==> config.mk <==
export PLATFORM = sky130hd
export DESIGN_NAME = gru_mac_sequencer
export DESIGN_NICKNAME = d
export VERILOG_FILES = /design/src/rtl/gru_mac_sequencer.sv
export SDC_FILE = /design/constraint.sdc
export NUM_CORES = 1
export LEC_CHECK = 0
export CORE_AREA = 2 2 143 145
export CTS_CLUSTER_SIZE = 30
export DETAILED_ROUTE_END_ITERATION = 10
export DIE_AREA = 0 0 145 147
export HOLD_SLACK_MARGIN = 0.1
export PLACE_DENSITY_LB_ADDON = 0.2
export SYNTH_ARGS = -nofsm -noshare
export SYNTH_HDL_FRONTEND = slang
export SYNTH_SLANG_ARGS = --single-unit
==> constraint.sdc <==
create_clock -name clk -period 1.75 [get_ports clk]
set_input_delay 0.35 -clock clk [delete_from_list [all_inputs] [get_ports clk]]
set_output_delay 0.35 -clock clk [all_outputs]
set_load 0.01 [all_outputs]
==> src/rtl/gru_mac_sequencer.sv <==
// Sequences shared FP multiplier/adder units to compute one GRU gate pre-activation:
// result = bias + sum(w[i]*x[i]), one term at a time, no overlap between units.
module gru_mac_sequencer #(
  parameter int DATA_WIDTH = 32,
  parameter int ADDR_WIDTH = 4,
  parameter int N_MAX      = 16
) (
  input  logic                  clk,
  input  logic                  rstn,
  input  logic                  start,
  input  logic [ADDR_WIDTH:0]   len,
  input  logic [DATA_WIDTH-1:0] bias,
  output logic                  busy,
  output logic                  done,
  output logic [DATA_WIDTH-1:0] result,
  output logic                  rd_en,
  output logic [ADDR_WIDTH-1:0] rd_addr,
  input  logic [DATA_WIDTH-1:0] w_rdata,
  input  logic [DATA_WIDTH-1:0] x_rdata,
  output logic                  mult_start,
  output logic [DATA_WIDTH-1:0] mult_w,
  output logic [DATA_WIDTH-1:0] mult_x,
  input  logic                  mult_done,
  input  logic [DATA_WIDTH-1:0] mult_result,
  output logic                  add_start,
  output logic [DATA_WIDTH-1:0] add_a,
  output logic [DATA_WIDTH-1:0] add_b,
  input  logic                  add_done,
  input  logic [DATA_WIDTH-1:0] add_result
);

  localparam int CW = ADDR_WIDTH + 1;
  localparam logic [CW-1:0] NMAX_C = CW'(N_MAX);

  localparam logic [2:0] IDLE      = 3'd0;
  localparam logic [2:0] FETCH     = 3'd1;
  localparam logic [2:0] RD_WAIT   = 3'd2;
  localparam logic [2:0] MUL_START = 3'd3;
  localparam logic [2:0] MUL_WAIT  = 3'd4;
  localparam logic [2:0] ADD_START = 3'd5;
  localparam logic [2:0] ADD_WAIT  = 3'd6;
  localparam logic [2:0] FIN       = 3'd7;

  logic [2:0]            state;
  logic [DATA_WIDTH-1:0] acc;
  logic [CW-1:0]         idx, cnt, len_clamped, idx_nxt;

  assign len_clamped = (len > NMAX_C) ? NMAX_C : len;
  assign idx_nxt     = idx + CW'(1);

  // Strobes decode straight from state so the buffer read lands in RD_WAIT
  assign rd_en      = (state == FETCH);
  assign rd_addr    = idx[ADDR_WIDTH-1:0];
  assign mult_start = (state == MUL_START);
  assign add_start  = (state == ADD_START);

  always_ff @(posedge clk) begin
    if (!rstn) begin
      state  <= IDLE;
      busy   <= 1'b0;
      done   <= 1'b0;
      result <= '0;
      mult_w <= '0;
      mult_x <= '0;
      add_a  <= '0;
      add_b  <= '0;
      acc    <= '0;
      idx    <= '0;
      cnt    <= '0;
    end else begin
      done <= 1'b0;
      case (state)
        IDLE: if (start) begin
          acc   <= bias;
          idx   <= '0;
          cnt   <= len_clamped;
          busy  <= 1'b1;
          state <= (len_clamped == '0) ? FIN : FETCH;
        end
        FETCH:     state <= RD_WAIT;
        RD_WAIT: begin
          mult_w <= w_rdata;
          mult_x <= x_rdata;
          state  <= MUL_START;
        end
        MUL_START: state <= MUL_WAIT;
        MUL_WAIT: if (mult_done) begin
          add_a <= acc;
          add_b <= mult_result;
          state <= ADD_START;
        end
        ADD_START: state <= ADD_WAIT;
        ADD_WAIT: if (add_done) begin
          acc   <= add_result;
          idx   <= idx_nxt;
          state <= (idx_nxt == cnt) ? FIN : FETCH;
        end
        FIN: begin
          result <= acc;
          done   <= 1'b1;
          busy   <= 1'b0;
          state  <= IDLE;
        end
        default: state <= IDLE;
      endcase
    end
  end

endmodule
After elaboration in Yosys (flattened, before gate mapping)
Index checks and enable logic that the tools add are counted.
{"block": "classes", "add_sub_neg": 1, "n_reduce_logical": 9, "eq_ne": 11, "n_lt_le_gt_ge": 1, "n_mux": 16}
{"operator": "32-bit two-way mux", "count": 2}
{"operator": "32-bit one-hot mux with 2 select lines", "count": 1}
{"operator": "3-bit one-hot mux with 8 select lines", "count": 1}
{"operator": "3-bit two-way mux", "count": 5}
{"operator": "5-bit two-way mux", "count": 3}
{"operator": "3-bit equality test, second input constant", "count": 4}
{"operator": "5-bit one-hot mux with 2 select lines", "count": 1}
{"operator": "3-bit by 2-bit equality test with 1-bit output, second input constant", "count": 2}
{"operator": "2-bit != test, second input constant", "count": 3}
{"operator": "2-bit AND reduction", "count": 3}
{"operator": "3-bit AND reduction", "count": 2}
{"operator": "5-bit by 1-bit adder with 5-bit output, second input constant", "count": 1}
{"operator": "5-bit equality test", "count": 1}
{"operator": "5-bit greater-than comparator, second input constant", "count": 1}
{"operator": "5-bit zero test", "count": 1}
{"operator": "2-bit nonzero test", "count": 2}
{"operator": "3-bit by 1-bit equality test with 1-bit output, second input constant", "count": 1}
{"operator": "3-bit zero test", "count": 1}
{"operator": "1-bit two-way mux", "count": 2}
{"operator": "1-bit one-hot mux with 2 select lines", "count": 1}
{"block": "word_totals", "output_inout_bits": 169, "reg_bits": 207, "elab_cells": 49}

Logic depth before layout (Yosys ltp)
Gate-level depths: netlist of the first run.
{"block": "logic_depth", "word_depth": 6, "mapped_depth": 7}

Least setup slack after synthesis of the first run
OpenSTA, ideal clock, no wires.
{"block": "synth_timing", "kind": "flip-flop to flip-flop", "from": "register state[0]", "to": "register acc[23]", "required_ns": 1.634, "path_slack_ns": 0.389, "setup_ns": 0.116, "path_stages_with_launch": 7, "path_buffers": 2, "period_less_slack_ns": 1.361, "arrival_time_ns": 1.245, "path_cell_list": "dfxtp_1 > nand3b_1 > buf_6 > buf_12 > mux2i_1 > nand2_1 > o211a_1"}
{"block": "synth_via", "elab_chain_len": 3}
{"item": "start, declared", "line_no": "44", "source": "logic [2:0] state;"}
{"item": "start signal, assigned", "line_no": "78", "source": "state <= (len_clamped == '0) ? FIN : FETCH;"}
{"item": "start signal, assigned", "line_no": "96", "source": "state <= (idx_nxt == cnt) ? FIN : FETCH;"}
{"item": "3-bit equality test / 3-bit zero test (equally long branches)", "line_no": "72", "source": "case (state)"}
{"item": "2-bit != test (no source line) / 2-bit nonzero test (equally long branches)"}
{"item": "3-bit AND reduction (no source line)"}
{"item": "end signal, assigned", "line_no": "74", "source": "acc <= bias;"}
{"item": "end signal, assigned", "line_no": "94", "source": "acc <= add_result;"}
{"item": "end, declared", "line_no": "45", "source": "logic [DATA_WIDTH-1:0] acc;"}
Several ways; a longest one is shown, not always the timed one.
A chain may end at the register's enable or synchronous reset.

Final worst setup path of the first run
{"block": "layout_timing", "from": "register result[19]", "to": "output result[19]"}
{"item": "start, declared", "line_no": "15", "source": "output logic [DATA_WIDTH-1:0] result,"}
{"item": "start signal, assigned", "line_no": "62", "source": "result <= '0;"}
{"item": "start signal, assigned", "line_no": "99", "source": "result <= acc;"}
No word-level cell between the ends.

==> impl_metrics.json, run 1 <==
{
  "status": "finished, final reports clean",
  "yosys_register_bits": 207,
  "endpoint_kind": "output pin",
  "path_max_fanout": 2,
  "grt_max_degree": 84,
  "seqPwrFrac_pct": 42.2,
  "slowest_delay_ps": 550,
  "syn_area_per_cell_um2": 8.84,
  "htree_levels": 1,
  "slew-limit-headroom_pct": 75.9,
  "p_switching_uw": 3980,
  "die_w_um": 145,
  "clk_path_buf_depth": 3,
  "grt_pass1_wl_mm": 38.4,
  "crit_family": "buffers and inverters",
  "drc_errors": 0,
  "crit_slowest_cell": "clkdlybuf4s50_1",
  "synth_common_cells": "361 x nand2_1, 207 x dfxtp_1, 89 x a21boi_0",
  "cts_tree": "done",
  "clkTransAtPathRegs_ps": 60,
  "finish.instance_area_um2": 12900,
  "wire_per_inst_um": 15.5,
  "p_int_uw": 9560,
  "grtUsageTotal_pct": 21.9,
  "diodes": 0,
  "io_buffers": 338,
  "worstPathRequired_ps": 1400,
  "tightest_slew_ps": 361,
  "synth.cell_area_um2": 8400,
  "pwr-share-clk_pct": 31.6,
  "synthDistinctLibCells": 39,
  "crit_path_start_kind": "flop",
  "postPlaceCellArea_um2": 12100,
  "dr.first_iter.drc_count": 346,
  "synthFlopType": "dfxtp_1",
  "area_delta_synth_final_pct": 53.2,
  "netlist_instances": 950,
  "fp-row-count": 52,
  "cts_made_buffers": 22,
  "finalSetupTns_ps": 0,
  "ios": 339,
  "holdWs_ps": 199,
  "clock_skew_ps": 13.5,
  "hold_class": "in2reg",
  "regArea_um2": 4160,
  "ant_nets": 0,
  "criticalPathCategory": "reg2out",
  "setup_viol": 0,
  "ir_drop_v": 0.000622,
  "crit_chain": "clkdlybuf4s50_1",
  "numClockSinks": 207,
  "hold_viol": 0,
  "post_cts_hold_buffer_count": 0,
  "final_nets": 1448,
  "multiInputGateArea_um2": 3800,
  "period_needed_ps": 1730,
  "p_per_area_nw_per_um2": 1050,
  "place_congestion": 0.813,
  "synth_nets": 1121,
  "p_comb_share_pct": 26.2,
  "yosysTopAreaCell": "dfxtp_1",
  "power_uw": 13500,
  "num-fill-cells": 1732,
  "swShare_pct": 29.4,
  "synth.most_common_cell": "nand2_1",
  "drive_gt1_share_pct": 7.44,
  "async_flop_share_pct": 0,
  "dieArea_um2": 21300,
  "viasPerCell": 4.82,
  "fmax_mhz": 579,
  "yosys-top-cells-area": "dfxtp_1 49%, nand2_1 16%, a21boi_0 8.0%",
  "antenna_found_initial": 0,
  "period_share_pct": 98.8,
  "path_buf_inv": 1,
  "start_util_pct": 42.3,
  "drt-pass1-iter-count": 4,
  "yosys_warnings": 0,
  "grt_remaining_overflow": 0,
  "die-height_um": 147,
  "core_um2": 19800,
  "dp_hpwl_mm": 16.8,
  "synth_edf_count": 0,
  "wl_mm": 24.2,
  "slew_violations": 0,
  "clock_latency_ps": 500,
  "p_leak_uw": 0.00647,
  "yosys.area.top_type_share_pct": 49.3,
  "cp.arrival_ps": 1380,
  "grt_pass1_vias": 7121,
  "routed-via-count": 7528,
  "timing.max_cap.violations": 0,
  "ys_seq_area_share_pct": 49.3,
  "clockRootBuffer": "clkbuf_16"
}
[placed cells by master, fill, tap and decap left out, types with 6 or more instances in the layout]
cell type,count
a21boi_0,89
clkdlybuf4s50_1,197
dfxtp_1,201
mux2i_1,33
dlygate4sd2_1,79
a21boi_1,79
o211a_1,32
nor2_1,8
nor2b_1,6
buf_12,15
buf_4,25
a21oi_1,8
clkbuf_16,22
dlymetal6s2s_1,58
nand2_1,360
clkinv_2,7
[power by group through the flow]
stage	Clock (uW)	Combinational (uW)	Sequential [uW]
2_1_floorplan	0	1820	5880
5_1_grt	4590	3880	5790
6_report	4280	3550	5710
3_5_place_dp	0	3670	5810
3_3_place_gp	0	3620	5790
4_1_cts	4400	3610	5720
[cell type report]
cell class                      count  area share (%)
Timing Repair Buffer              377            30.4
Clock buffer                       30            4.74
Sequential cell                   207            32.3
Tap cell                          270            2.62
Multi-Input combinational cell    668            29.5
Inverter                            1          0.0292
Clock inverter                      8           0.399
[registers in the layout, indices dropped and copies added, names as in the netlist]
register and flops:
acc 32, add_a 32, add_b 32, mult_w 32, mult_x 32, result 32
cnt 5, idx 5, state 3, busy 1, done 1
[through the flow]
| step | utilization [%] | cells | setup WS [ps] |
|---|---|---|---|
| final | 64.9 | 1561 | 21.8 |
| after global routing | 64.9 | 1561 | -2.28 |
| after CTS | 64.1 | 1561 | 0.123 |
| after detailed placement | 61.1 | 1522 | -73.0 |
| after global placement | 61.1 | 1522 | -48.3 |
| after floorplan | - | 950 | 389 |
[routing by layer]
metal	part of all wire (%)	up-vias	global-route usage [%]
li1	-	3781	-
met1	42	3463	26.9
met2	48	248	37.5
met3	7.7	36	6.37
met4	2.5	0	6.29
met5	0	-	0
[cell families (layout without fill, tap and decap cells)]
group	count (synthesis)	in the layout	share of synthesized area [%]
multiplexers	33	33	3.93
XOR/XNOR	6	6	0.626
flip-flops	207	207	49.3
adder cells (fa/ha/maj)	1	1	0.149
AND/OR/NAND/NOR	411	411	20.4
buffers and inverters	75	416	5.63
AO/OA/AOI/OAI	217	217	19.9
[final timing paths]
path | start | to | slack (ps) | cells past startpoint
worst max-delay path | result[19]$_SDFFE_PN0P_ | result[19] | 20 | 1
worst min-delay path | rstn | state[2]$_SDFFE_PN0P_ | 200 | 3
worst max register to register | state[0]$_SDFFE_PN0P_ | state[1]$_SDFFE_PN0P_ | 120 | 6
worst min register to register | add_b[25]$_SDFFE_PN0P_ | add_b[25]$_SDFFE_PN0P_ | 450 | 2
[timing repair]
item	CTS	global route
setup buffers	1	0
gates resized for setup	94	63
endpoints found under the setup margin	82	62
No activity file was read; power rests on OpenSTA's default activity.
==> inputs of run 2 (changes only) <==
--- a/config.mk
+++ b/config.mk
@@ -5,10 +5,10 @@
 export SDC_FILE = /design/constraint.sdc
 export NUM_CORES = 1
 export LEC_CHECK = 0
-export CORE_AREA = 2 2 143 145
+export CORE_AREA = 2 2 137 139
 export CTS_CLUSTER_SIZE = 30
 export DETAILED_ROUTE_END_ITERATION = 10
-export DIE_AREA = 0 0 145 147
+export DIE_AREA = 0 0 139 141
 export HOLD_SLACK_MARGIN = 0.1
 export PLACE_DENSITY_LB_ADDON = 0.2
 export SYNTH_ARGS = -nofsm -noshare
==> constraint.sdc (replaced) <==
create_clock -name clk -period 2.2 [get_ports clk]
set_input_delay 0.44 -clock clk [delete_from_list [all_inputs] [get_ports clk]]
set_output_delay 0.44 -clock clk [all_outputs]
set_load 0.01 [all_outputs]
==> impl_metrics.json, run 2 (synthesis gave the netlist of run 1 again) <==
{
  "setup_viol": 0,
  "grtUsageTotal_pct": 23.1,
  "hold_start": "rstn",
  "reg2reg_to": "state[1]$_SDFFE_PN0P_",
  "wl_mm": 23.6,
  "regToRegStartpoint": "state[0]$_SDFFE_PN0P_",
  "final_nets": 1428,
  "ant_nets": 0,
  "die_w_um": 139,
  "grt_pass1_wl_mm": 37.2,
  "p_leak_uw": 0.00498,
  "tightest_slew_ps": 495,
  "rsz0062_at_grt": "false",
  "status": "finished, final reports clean",
  "rrSetupSlack_ps": 510,
  "num-fill-cells": 1468,
  "finish.instance_area_um2": 12700,
  "die-height_um": 141,
  "hold_class": "in2reg",
  "period_share_pct": 96.4,
  "clock_latency_ps": 500,
  "start_util_pct": 46.0,
  "cp.arrival_ps": 1680,
  "finalSetupTns_ps": 0,
  "cts_made_buffers": 22,
  "worstPathRequired_ps": 1760,
  "grt_max_degree": 65,
  "postPlaceCellArea_um2": 11900,
  "clkTransAtPathRegs_ps": 60,
  "clk_path_buf_depth": 3,
  "wire_per_inst_um": 15.7,
  "io_buffers": 338,
  "grt_remaining_overflow": 0,
  "dp_hpwl_mm": 16.5,
  "holdPathEnd": "state[1]$_SDFFE_PN0P_",
  "slew_violations": 0,
  "final_common_cell": "nand2_1",
  "r2r_cells": 6,
  "cts_setup_buffers": 0,
  "fp-row-count": 50,
  "dieArea_um2": 19600,
  "htree_levels": 1,
  "drc_errors": 0,
  "timing.max_cap.violations": 0,
  "finish.utilization_pct": 69.3,
  "drt-pass1-iter-count": 5,
  "fmax_mhz": 471,
  "grt_pass1_vias": 7042,
  "dr.first_iter.drc_count": 319,
  "clockRootBuffer": "clkbuf_16",
  "core_um2": 18300,
  "holdPathStages": 3,
  "hold_viol": 0,
  "ir_drop_v": 0.000633,
  "area_delta_synth_final_pct": 50.7,
  "numClockSinks": 207,
  "endpoint_kind": "output pin",
  "period_needed_ps": 2120,
  "criticalPathCategory": "reg2out",
  "clock_skew_ps": 18.6,
  "crit_path_start_kind": "flop",
  "final_cells": 1504,
  "place_congestion": 0.840,
  "drive_gt1_share_pct": 5.44,
  "dp.cells": 1467,
  "p_per_area_nw_per_um2": 877,
  "viasPerCell": 4.92,
  "slew-limit-headroom_pct": 67.0,
  "ios": 339,
  "cts_tree": "done",
  "routed-via-count": 7397,
  "antenna_found_initial": 1,
  "path_max_fanout": 7,
  "final_cell_mix": "361 x nand2_1, 335 x clkdlybuf4s50_1, 204 x dfxtp_1"
}
-- run 2: per-stage QoR --
stage | worst slack, ps | hold slack (ps) | total power, uW
2_1_floorplan | 752 | 444 | 6130
4_1_cts | 28.2 | 406 | 11200
3_5_place_dp | 250 | 444 | 7360
3_3_place_gp | 327 | 439 | 7300
6_report | 78.5 | 405 | 11100
5_1_grt | 26.4 | 437 | 11700
-- run 2: repair_timing --
item | CTS | global route
hold buffers | 0 | 0
gates resized for setup | 4 | 3
endpoints found under the setup margin | 3 | 2
-- run 2: layer usage --
| layer | wire length, um | vias up | track usage [%] |
|---|---|---|---|
| met5 | 0 | - | 0 |
| met1 | 9770 | 3385 | 28.1 |
| li1 | - | 3740 | - |
| met3 | 1570 | 35 | 5.43 |
| met4 | 486 | 0 | 6.59 |
| met2 | 11800 | 237 | 41.1 |
-- run 2: final cells by class --
type / instances / area, um^2 / share of cell area (%)
inverters: 1 / 3.75 / 0.0297
repair buffers: 357 / 3660 / 28.9
clock inverters: 6 / 116 / 0.919
clock buffers: 30 / 641 / 5.06
multi-input cells: 668 / 3790 / 29.9
diodes: 1 / 2.50 / 0.0198
well taps: 234 / 293 / 2.31
flip-flops and latches: 207 / 4150 / 32.8
-- run 2: how the worst max path moves through the flow --
stage                                from              endpoint  slack (ps)
floorplan           state[0]$_SDFFE_PN0P_                 rd_en         750
global placement                    start  acc[31]$_SDFFE_PN0P_         330
detailed placement                  start  acc[17]$_SDFFE_PN0P_         250
CTS                 state[2]$_SDFFE_PN0P_             add_start          30
global route        state[1]$_SDFFE_PN0P_             add_start          30
finish              state[1]$_SDFFE_PN0P_             add_start          80
-- run 2: worst max-delay path, cell delays in order (launching register included) --
cell and delay (ps):
dfxtp_4 370, nand2_1 120, and3_1 170, clkdlybuf4s50_1 530
-- run 2: where the power goes --
group          internal [uW]  switching [uW]
clock                   2380            1460
combinational           1370            1320
sequential              4240             341
==> inputs of run 3 (changes only) <==
--- a/config.mk
+++ b/config.mk
@@ -5,10 +5,11 @@
 export SDC_FILE = /design/constraint.sdc
 export NUM_CORES = 1
 export LEC_CHECK = 0
-export CORE_AREA = 2 2 137 139
+export ABC_AREA = 1
+export CORE_AREA = 2 2 134 136
 export CTS_CLUSTER_SIZE = 30
 export DETAILED_ROUTE_END_ITERATION = 10
-export DIE_AREA = 0 0 139 141
+export DIE_AREA = 0 0 136 138
 export HOLD_SLACK_MARGIN = 0.1
 export PLACE_DENSITY_LB_ADDON = 0.2
 export SYNTH_ARGS = -nofsm -noshare
==> impl_metrics.json, run 3 <==
{
  "status": "finished, final reports clean",
  "tightest_slew_ps": 497,
  "regArea_um2": 4150,
  "drt-pass1-iter-count": 5,
  "ios": 339,
  "finish.utilization_pct": 69.6,
  "die-height_um": 138,
  "final_nets": 1506,
  "area_delta_synth_final_pct": 55.0,
  "period_needed_ps": 2060,
  "htree_levels": 1,
  "ant_nets": 0,
  "p_per_area_nw_per_um2": 1110,
  "routed-via-count": 7563,
  "grt_max_degree": 67,
  "slew_violations": 0,
  "path_buf_inv": 2,
  "die_w_um": 136,
  "grt_pass1_wl_mm": 35.4,
  "worstPathRequired_ps": 1760,
  "crit_family": "flip-flops",
  "timing.max_cap.violations": 0,
  "hold_class": "reg2reg",
  "cp.arrival_ps": 1620,
  "yosys_register_bits": 207,
  "holdWs_ps": 440,
  "yosys_warnings": 0,
  "async_flop_share_pct": 0,
  "hold_start": "mult_x[15]$_SDFFE_PN0P_",
  "yosys-top-cells-area": "dfxtp_1 53%, a21oi_1 15%, o21ai_0 10%",
  "finalSetupTns_ps": 0,
  "path_max_fanout": 5,
  "regToRegStartpoint": "state[0]$_SDFFE_PN0P_",
  "netlist_instances": 1028,
  "antenna_found_initial": 1,
  "dr_wl_met3_mm": 2.03,
  "top_layer": "met4",
  "ys_seq_area_share_pct": 52.6,
  "yosysTopAreaCell": "dfxtp_1",
  "grtUsageTotal_pct": 23.5,
  "synthFlopType": "dfxtp_1",
  "clkTransAtPathRegs_ps": 60,
  "ir_drop_v": 0.000806,
  "hold_viol": 0,
  "synth_edf_count": 0,
  "cts_setup_buffers": 0,
  "setup_viol": 0,
  "wl_mm": 23.1,
  "synth.most_common_cell": "a21oi_1",
  "synth.cell_area_um2": 7870,
  "dieArea_um2": 18800,
  "slowest_delay_ps": 450,
  "syn_area_per_cell_um2": 7.66,
  "cts_tree": "done",
  "wl_met1_mm": 9.26,
  "synth_nets": 1199,
  "multiInputGateArea_um2": 2760,
  "yosys.area.top_type_share_pct": 52.6,
  "crit_slowest_cell": "dfxtp_1",
  "p_leak_uw": 0.00455,
  "wire_per_inst_um": 14.7,
  "clockRootBuffer": "clkbuf_16",
  "num-fill-cells": 1472,
  "final_common_cell": "clkdlybuf4s50_1",
  "criticalPathCategory": "reg2out",
  "place_congestion": 0.847,
  "crit_path_start_kind": "flop",
  "endpoint_kind": "output pin",
  "cts_made_buffers": 21,
  "synthDistinctLibCells": 27,
  "dp_hpwl_mm": 16.4,
  "clock_skew_ps": 6.84,
  "period_share_pct": 93.5,
  "start_util_pct": 44.9,
  "fmax_mhz": 486,
  "numClockSinks": 207,
  "met2WireLength_mm": 11.0,
  "core_um2": 17500,
  "grt_pass1_vias": 6994,
  "rrSetupSlack_ps": 370,
  "clock_latency_ps": 490,
  "clk_path_buf_depth": 3,
  "viasPerCell": 4.79,
  "crit_chain": "inv_2, nor3_1, dlygate4sd2_1",
  "drive_gt1_share_pct": 5.27,
  "synth_common_cells": "231 x a21oi_1, 207 x dfxtp_1, 176 x inv_1",
  "grt_remaining_overflow": 0,
  "dr.first_iter.drc_count": 237,
  "slew-limit-headroom_pct": 66.9,
  "drc_errors": 0,
  "fp-row-count": 49,
  "rsz0062_at_grt": "false",
  "final_cell_mix": "334 x clkdlybuf4s50_1, 231 x a21oi_1, 206 x dfxtp_1",
  "crit_path_start": "state[0]$_SDFFE_PN0P_",
  "io_buffers": 338
}
-- run 3: cell count changes after synthesis, sizes merged, moves of 31 or more --
cell,change
mux2i,-33
a21boi,-168
o21ai,+158
nand2,-272
a21oi,+224
clkbuf,+31
nor2,+43
o211a,-32
inv,+176
-- run 3: worst min-delay path, delay by kind of cell, from the launching register on --
family | cells | cell delay [ps]
flops | 1 | 310
buf+inv | 1 | 40
compound gates | 1 | 50
-- run 3: final timing paths --
| path | depth (start not counted) | end |
|---|---|---|
| setup / recovery | 3 | mult_start |
| hold / removal | 2 | mult_x[15]$_SDFFE_PN0P_ |
| setup reg to reg | 13 | state[2]$_SDFFE_PN0P_ |
| hold reg to reg | 2 | mult_x[15]$_SDFFE_PN0P_ |
-- run 3: routing by layer --
metal  track usage (%)  up-vias
met1              26.7     3328
met2              40.8      274
li1                  -     3901
met3              6.97       60
met4              9.43        0
met5                 0        -
-- run 3: kinds of logic (layout without fill, tap and decap cells) --
family | Yosys count | in the layout | share of synthesized area [%]
AOI/OAI and AO/OA | 401 | 401 | 25.7
other | 0 | 1 | 0
DFF | 207 | 207 | 52.6
adders and majority gates | 1 | 1 | 0.159
and+or+nand+nor | 161 | 161 | 8.33
xor gates and xnor gates | 4 | 4 | 0.445
buffers and inverters | 254 | 574 | 12.7
-- run 3: where the power goes --
| part | switching [uW] | internal (uW) | leakage, uW | total, uW |
|---|---|---|---|---|
| Sequential | 545 | 4690 | 0.00169 | 5240 |
| Combinational | 2450 | 2310 | 0.00251 | 4760 |
| Clock | 1410 | 2120 | 0.000351 | 3540 |
| Total | 4410 | 9130 | 0.00455 | 13500 |
-- run 3: cell type report --
class / count / area share [%]
Clock buffer: 30 / 5.24
Sequential cell: 207 / 34.0
Multi-Input combinational cell: 567 / 22.6
Inverter: 179 / 5.51
Clock inverter: 6 / 0.451
Timing Repair Buffer: 359 / 29.9
Tap cell: 229 / 2.35
Antenna cell: 1 / 0.0205
-- run 3: repair_timing --
action / 4_1_cts / 5_1_grt
gates resized for setup: 3 / 2
endpoints found under the hold margin: 0 / 0
hold buffers: 0 / 0
pin swaps: 0 / 0
setup endpoints to repair: 3 / 2
gates cloned: 0 / 0
-- run 3: stage by stage --
stage | area [um^2] | cells | setup slack, ps | power, uW
finish | 12200 | 1578 | 144 | 13500
global route | 12200 | 1578 | 41.2 | 14400
CTS | 12200 | 1577 | 2.42 | 13700
detailed placement | 11500 | 1541 | 263 | 10100
global placement | 11500 | 1541 | 333 | 9940
floorplan | 7870 | 1028 | 835 | 7700
